--- src/rtl/rtc_pkg.sv ---
// Shared constants and types for the RTC read sequencer: register address
// table, command byte, sweep state encoding and small decode helpers.
package rtc_pkg;

    localparam int N_REGS = 9;
    localparam int IDX_W  = 4;

    localparam logic [7:0]       CMD_TRANSFER = 8'hF0;
    localparam logic [IDX_W-1:0] LAST_IDX     = IDX_W'(N_REGS - 1);

    // Entry i is read into display slot i (en_reg bit i).
    localparam logic [N_REGS-1:0][7:0] REG_ADDR = {
        8'h43, 8'h42, 8'h41,
        8'h26, 8'h25, 8'h24,
        8'h23, 8'h22, 8'h21
    };

    typedef enum logic [2:0] {
        IDLE,
        CMD_ADDR,
        CMD_REL,
        RD_ADDR,
        RD_REL,
        RD_DATA,
        CAPTURE,
        DONE
    } rtc_state_t;

    function automatic logic [7:0] reg_addr(input logic [IDX_W-1:0] idx);
        if (idx <= LAST_IDX) begin
            return REG_ADDR[idx];
        end
        return 8'h00;
    endfunction

    function automatic logic [N_REGS-1:0] reg_strobe(input logic [IDX_W-1:0] idx);
        return N_REGS'(1) << idx;
    endfunction

endpackage

--- src/rtl/phase_timer.sv ---
// Bus phase down-counter: reloads with PHASE_CYCLES-1 on every state change
// and flags the final cycle of the phase.
module phase_timer #(
    parameter int PHASE_CYCLES = 10
) (
    input  logic clk,
    input  logic reset,
    input  logic load,
    output logic expire
);

    localparam int CNT_W = (PHASE_CYCLES > 2) ? $clog2(PHASE_CYCLES) : 1;
    localparam logic [CNT_W-1:0] LOAD_VAL = CNT_W'(PHASE_CYCLES - 1);

    logic [CNT_W-1:0] count;

    // Saturates at zero so a state that ignores expire never wraps around.
    always_ff @(posedge clk or negedge reset) begin
        if (!reset) begin
            count <= LOAD_VAL;
        end else if (load) begin
            count <= LOAD_VAL;
        end else if (count != '0) begin
            count <= count - 1'b1;
        end
    end

    assign expire = (count == '0);

endmodule

--- src/rtl/rtc_read_sequencer.sv ---
// Sweeps the RTC chip: issues the transfer command, then reads nine
// time/timer registers and strobes each byte into the display register.
module rtc_read_sequencer
    import rtc_pkg::*;
#(
    parameter int PHASE_CYCLES = 10
) (
    input  logic              clk,
    input  logic              reset,
    input  logic              start,
    input  logic              pause,
    input  logic [7:0]        ad_in,
    output logic              cs_n,
    output logic              rd_n,
    output logic              wr_n,
    output logic              ad_n,
    output logic [7:0]        ad_out,
    output logic              ad_oe,
    output logic [7:0]        data_out,
    output logic [N_REGS-1:0] en_reg,
    output logic              busy,
    output logic              done
);

    rtc_state_t       state_q;
    rtc_state_t       state_d;
    logic [IDX_W-1:0] index_q;
    logic             phase_load;
    logic             phase_done;

    assign phase_load = (state_d != state_q);

    phase_timer #(
        .PHASE_CYCLES(PHASE_CYCLES)
    ) u_phase_timer (
        .clk    (clk),
        .reset  (reset),
        .load   (phase_load),
        .expire (phase_done)
    );

    always_ff @(posedge clk or negedge reset) begin
        if (!reset) begin
            state_q <= IDLE;
        end else begin
            state_q <= state_d;
        end
    end

    always_ff @(posedge clk or negedge reset) begin
        if (!reset) begin
            index_q <= '0;
        end else if (state_q == CAPTURE) begin
            index_q <= (index_q == LAST_IDX) ? '0 : index_q + 1'b1;
        end
    end

    // Sample the bus on the final data-phase edge so data_out is valid in CAPTURE.
    always_ff @(posedge clk or negedge reset) begin
        if (!reset) begin
            data_out <= 8'h00;
        end else if ((state_q == RD_DATA) && phase_done) begin
            data_out <= ad_in;
        end
    end

    always_comb begin
        state_d = state_q;
        case (state_q)
            IDLE:     if (start && !pause) state_d = CMD_ADDR;
            CMD_ADDR: if (phase_done) state_d = CMD_REL;
            CMD_REL:  if (phase_done) state_d = RD_ADDR;
            RD_ADDR:  if (phase_done) state_d = RD_REL;
            RD_REL:   if (phase_done) state_d = RD_DATA;
            RD_DATA:  if (phase_done) state_d = CAPTURE;
            CAPTURE:  state_d = (index_q == LAST_IDX) ? DONE : RD_ADDR;
            DONE:     state_d = IDLE;
            default:  state_d = IDLE;
        endcase
    end

    // Outputs decode straight from the state register, so reset releases the bus at once.
    always_comb begin
        cs_n   = 1'b1;
        rd_n   = 1'b1;
        wr_n   = 1'b1;
        ad_n   = 1'b1;
        ad_oe  = 1'b0;
        ad_out = 8'h00;
        en_reg = '0;
        busy   = (state_q != IDLE);
        done   = 1'b0;
        case (state_q)
            CMD_ADDR: begin
                cs_n   = 1'b0;
                wr_n   = 1'b0;
                ad_n   = 1'b0;
                ad_oe  = 1'b1;
                ad_out = CMD_TRANSFER;
            end
            RD_ADDR: begin
                cs_n   = 1'b0;
                wr_n   = 1'b0;
                ad_n   = 1'b0;
                ad_oe  = 1'b1;
                ad_out = reg_addr(index_q);
            end
            RD_DATA: begin
                cs_n = 1'b0;
                rd_n = 1'b0;
            end
            CAPTURE: begin
                en_reg = reg_strobe(index_q);
            end
            DONE: begin
                done = 1'b1;
            end
            default: begin
            end
        endcase
    end

endmodule

--- config.mk ---
export PLATFORM = sky130hd
export DESIGN_NAME = rtc_read_sequencer
export DESIGN_NICKNAME = d
export VERILOG_FILES = /design/src/rtl/rtc_pkg.sv /design/src/rtl/phase_timer.sv /design/src/rtl/rtc_read_sequencer.sv
export SDC_FILE = /design/constraint.sdc
export NUM_CORES = 1
export LEC_CHECK = 0
export ABC_AREA = 1
export CAP_MARGIN = 20
export CORE_MARGIN = 1
export CORE_UTILIZATION = 30
export DETAILED_ROUTE_END_ITERATION = 10
export PLACE_DENSITY = 0.62
export SLEW_MARGIN = 20
export SYNTH_ARGS = -nofsm -noshare
export SYNTH_HDL_FRONTEND = slang
export SYNTH_HIERARCHICAL = 1
export SYNTH_SLANG_ARGS = --single-unit
--- constraint.sdc ---
create_clock -name clk -period 5.2 [get_ports clk]
set_input_delay 0.78 -clock clk [delete_from_list [all_inputs] [get_ports clk]]
set_output_delay 0.78 -clock clk [all_outputs]
set_load 0.01 [all_outputs]
==> results.json <==
{
  "status": "completed",
  "cp_data_arrival_time_ps": 2060,
  "synthTopCellsByArea": "dfrtp_1 (35%), nand2_1 (12%), ha_1 (8.1%)",
  "wl_per_cell_microns": 10.74,
  "placeableCoreArea_sq_um": 3799,
  "cts_buffers": 3,
  "crit_path_end_kind": "output port",
  "post_cts_resized": 0,
  "synth_cells": 160,
  "period_share_pct": 54.58,
  "dr.pass1.iters": 4,
  "netlist_area_sq_um": 1230,
  "syn_avg_cell_area_sq_um": 7.687,
  "vias_per_cell": 4.496,
  "grt_setup_unrepaired": "no",
  "crit_required_ps": 4420,
  "rows": 22,
  "cts.sinks": 19,
  "route.detailed.drc": 0,
  "die_w_microns": 66.03,
  "final_util_pct": 45.62,
  "portBuffers": 42,
  "die_h_microns": 66.03,
  "total_power_mw": 0.2694,
  "routabilityCongestion": 0.8734,
  "grt_max_degree": 20,
  "final_cell_mix": "clkdlybuf4s50_1 (42), nand2_1 (39), inv_1 (21)",
  "peakVddDrop_uv": 164.9,
  "crit_type": "reg2out",
  "antenna_found_initial": 0,
  "hold_class": "reg2reg",
  "start_util_pct": 32.38,
  "cp-start-kind": "flip-flop",
  "seqPwrFrac_pct": 55.0,
  "switching_power_mw": 0.05816,
  "tightest_slew_ps": 877.9,
  "drv_cap": 0,
  "yosysTopAreaCell": "dfrtp_1",
  "p_int_mw": 0.2113,
  "ys_warn_count": 6,
  "fin_tns_setup_ps": 0,
  "diodes": 0,
  "synth_top_area_share_pct": 34.59,
  "placed_area_sq_um": 1684,
  "worstPathMaxFanout": 7,
  "maxSlewViolCount": 0,
  "synth_fp_nets": 180,
  "ios": 44,
  "grt_pass1_vias": 954,
  "drive_gt1_share_pct": 12.87,
  "drtAntennaViolNets": 0,
  "cts_max_path_buffers": 2,
  "post-route-min-period_ps": 2838,
  "final-hold-violation-count": 0,
  "clk_pin_slew_ps": 80,
  "dr.first_iter.drc_count": 60,
  "fin_nets": 223,
  "grt_usage_pct": 14.03,
  "synth-seq-area-share_pct": 38.86,
  "setup_viol": 0,
  "relSlewSlack_pct": 41.29,
  "worstSkewPairLatency_ps": 260,
  "dp_slack_ps": 2649,
  "tritoncts": "done",
  "ys_ff_latch": 19,
  "syn_to_final_growth_pct": 40.90,
  "grt_pass1_wl_mm": 4.588,
  "vias": 1124,
  "h-tree-depth": 1,
  "synth_cell_types": 25,
  "grt.overflow.total": 0,
  "max_freq_mhz": 352.3,
  "die_area_sq_um": 4360,
  "ctsHoldBuffers": 0,
  "routed_wl_mm": 2.685,
  "fin_skew_ps": 5.840,
  "power_switching_share_pct": 21.59,
  "cts_root_buf": "clkbuf_8",
  "worst_slack_ps": 2362,
  "pwr_density_cell_nw_per_um2": 155.5,
  "cts_setup_buffers": 0,
  "p_leak_nw": 0.7937,
  "dp_hpwl_mm": 2.061,
  "power.share.clock_pct": 39.6,
  "fillCellCount": 386,
  "design_area_sq_um": 1733,
  "layout_commonest_cell": "clkdlybuf4s50_1",
  "comb_power_share_pct": 5.5
}
worst paths after layout:
| check | start | to | slack [ps] | depth (start not counted) |
|---|---|---|---|---|
| setup reg to reg | u_phase_timer/count[0]$_DFFE_PN1P_ | u_phase_timer/count[0]$_DFFE_PN1P_ | 3100 | 10 |
| hold / removal | data_out[5]$_DFFE_PN0P_ | data_out[5]$_DFFE_PN0P_ | 470 | 2 |
| setup / recovery | index_q[0]$_DFFE_PN0P_ | ad_out[0] | 2360 | 7 |
| min in group asynchronous | reset | data_out[2]$_DFFE_PN0P_ | 1010 | 1 |
| hold reg to reg | data_out[5]$_DFFE_PN0P_ | data_out[5]$_DFFE_PN0P_ | 470 | 2 |
| max in group asynchronous | reset | index_q[2]$_DFFE_PN0P_ | 3650 | 1 |
worst max-delay path, stage by stage (launching register included):
cell and delay [ps]:
dfrtp_1 460, inv_1 150, ha_1 200, nand3_1 150
nand2_1 140, nand2_2 70, a21oi_2 90, clkdlybuf4s50_1 540
layout make-up:
type	instances	area, sq um	area share [%]
Clock buffer	3	41.29	2.383
Tap cell	48	60.06	3.466
Timing Repair Buffer	42	420.4	24.26
Multi-Input combinational cell	113	635.6	36.68
Clock inverter	1	7.507	0.4332
Inverter	24	90.09	5.199
Sequential cell	19	478.0	27.58
synth_stat cells, drive strengths merged:
cell / number
nand2: 47
inv: 24
nor2: 18
dfrtp: 17
nand3: 16
ha: 8
o21ai: 7
nor3: 6
a21oi: 3
buf: 3
o22ai: 3
dfstp: 2
nand4: 2
clkbuf: 1
conb: 1
o211ai: 1
xnor2: 1
logic make-up (layout without fill, tap and decap cells):
| group | Yosys count | in the layout | synth area share, % |
|---|---|---|---|
| adders and majority gates | 8 | 8 | 8.139 |
| other | 1 | 1 | 0.3049 |
| AOI/OAI and AO/OA | 14 | 14 | 7.122 |
| and+or+nand+nor | 89 | 89 | 35.40 |
| buffers and inverters | 28 | 70 | 9.461 |
| DFF | 19 | 19 | 38.86 |
| xor gates and xnor gates | 1 | 1 | 0.7122 |
state kept, by name (all words and copies together) (netlist names):
name,cells
data_out,8
index_q,4
state_q,3
u_phase_timer/count,4
routing by layer:
layer	share of wire, %	wire length (microns)	GRT usage [%]	up-vias
li1	-	-	-	590
met1	51	1377	20.11	509
met2	44	1173	20.15	21
met3	3.8	102	3.621	4
met4	1.2	32	4.787	0
met5	0	0	0	-
per-stage QoR:
step | cells | hold slack [ps]
3_3_place_gp | 246 | 454.4
3_5_place_dp | 246 | 458.2
5_1_grt | 250 | 494.0
4_1_cts | 250 | 477.6
6_report | 250 | 472.9
2_1_floorplan | 160 | 476.8
power groups by stage:
stage                     combinational [mW]  sequential (mW)  clock, mW
after global routing                  0.0168            0.148      0.119
after CTS                             0.0152            0.148      0.112
final                                 0.0147            0.148      0.107
after global placement                0.0150            0.151          0
after floorplan                      0.00416            0.151          0
after detailed placement              0.0152            0.151          0
No activity file was read; power rests on OpenSTA's default activity.
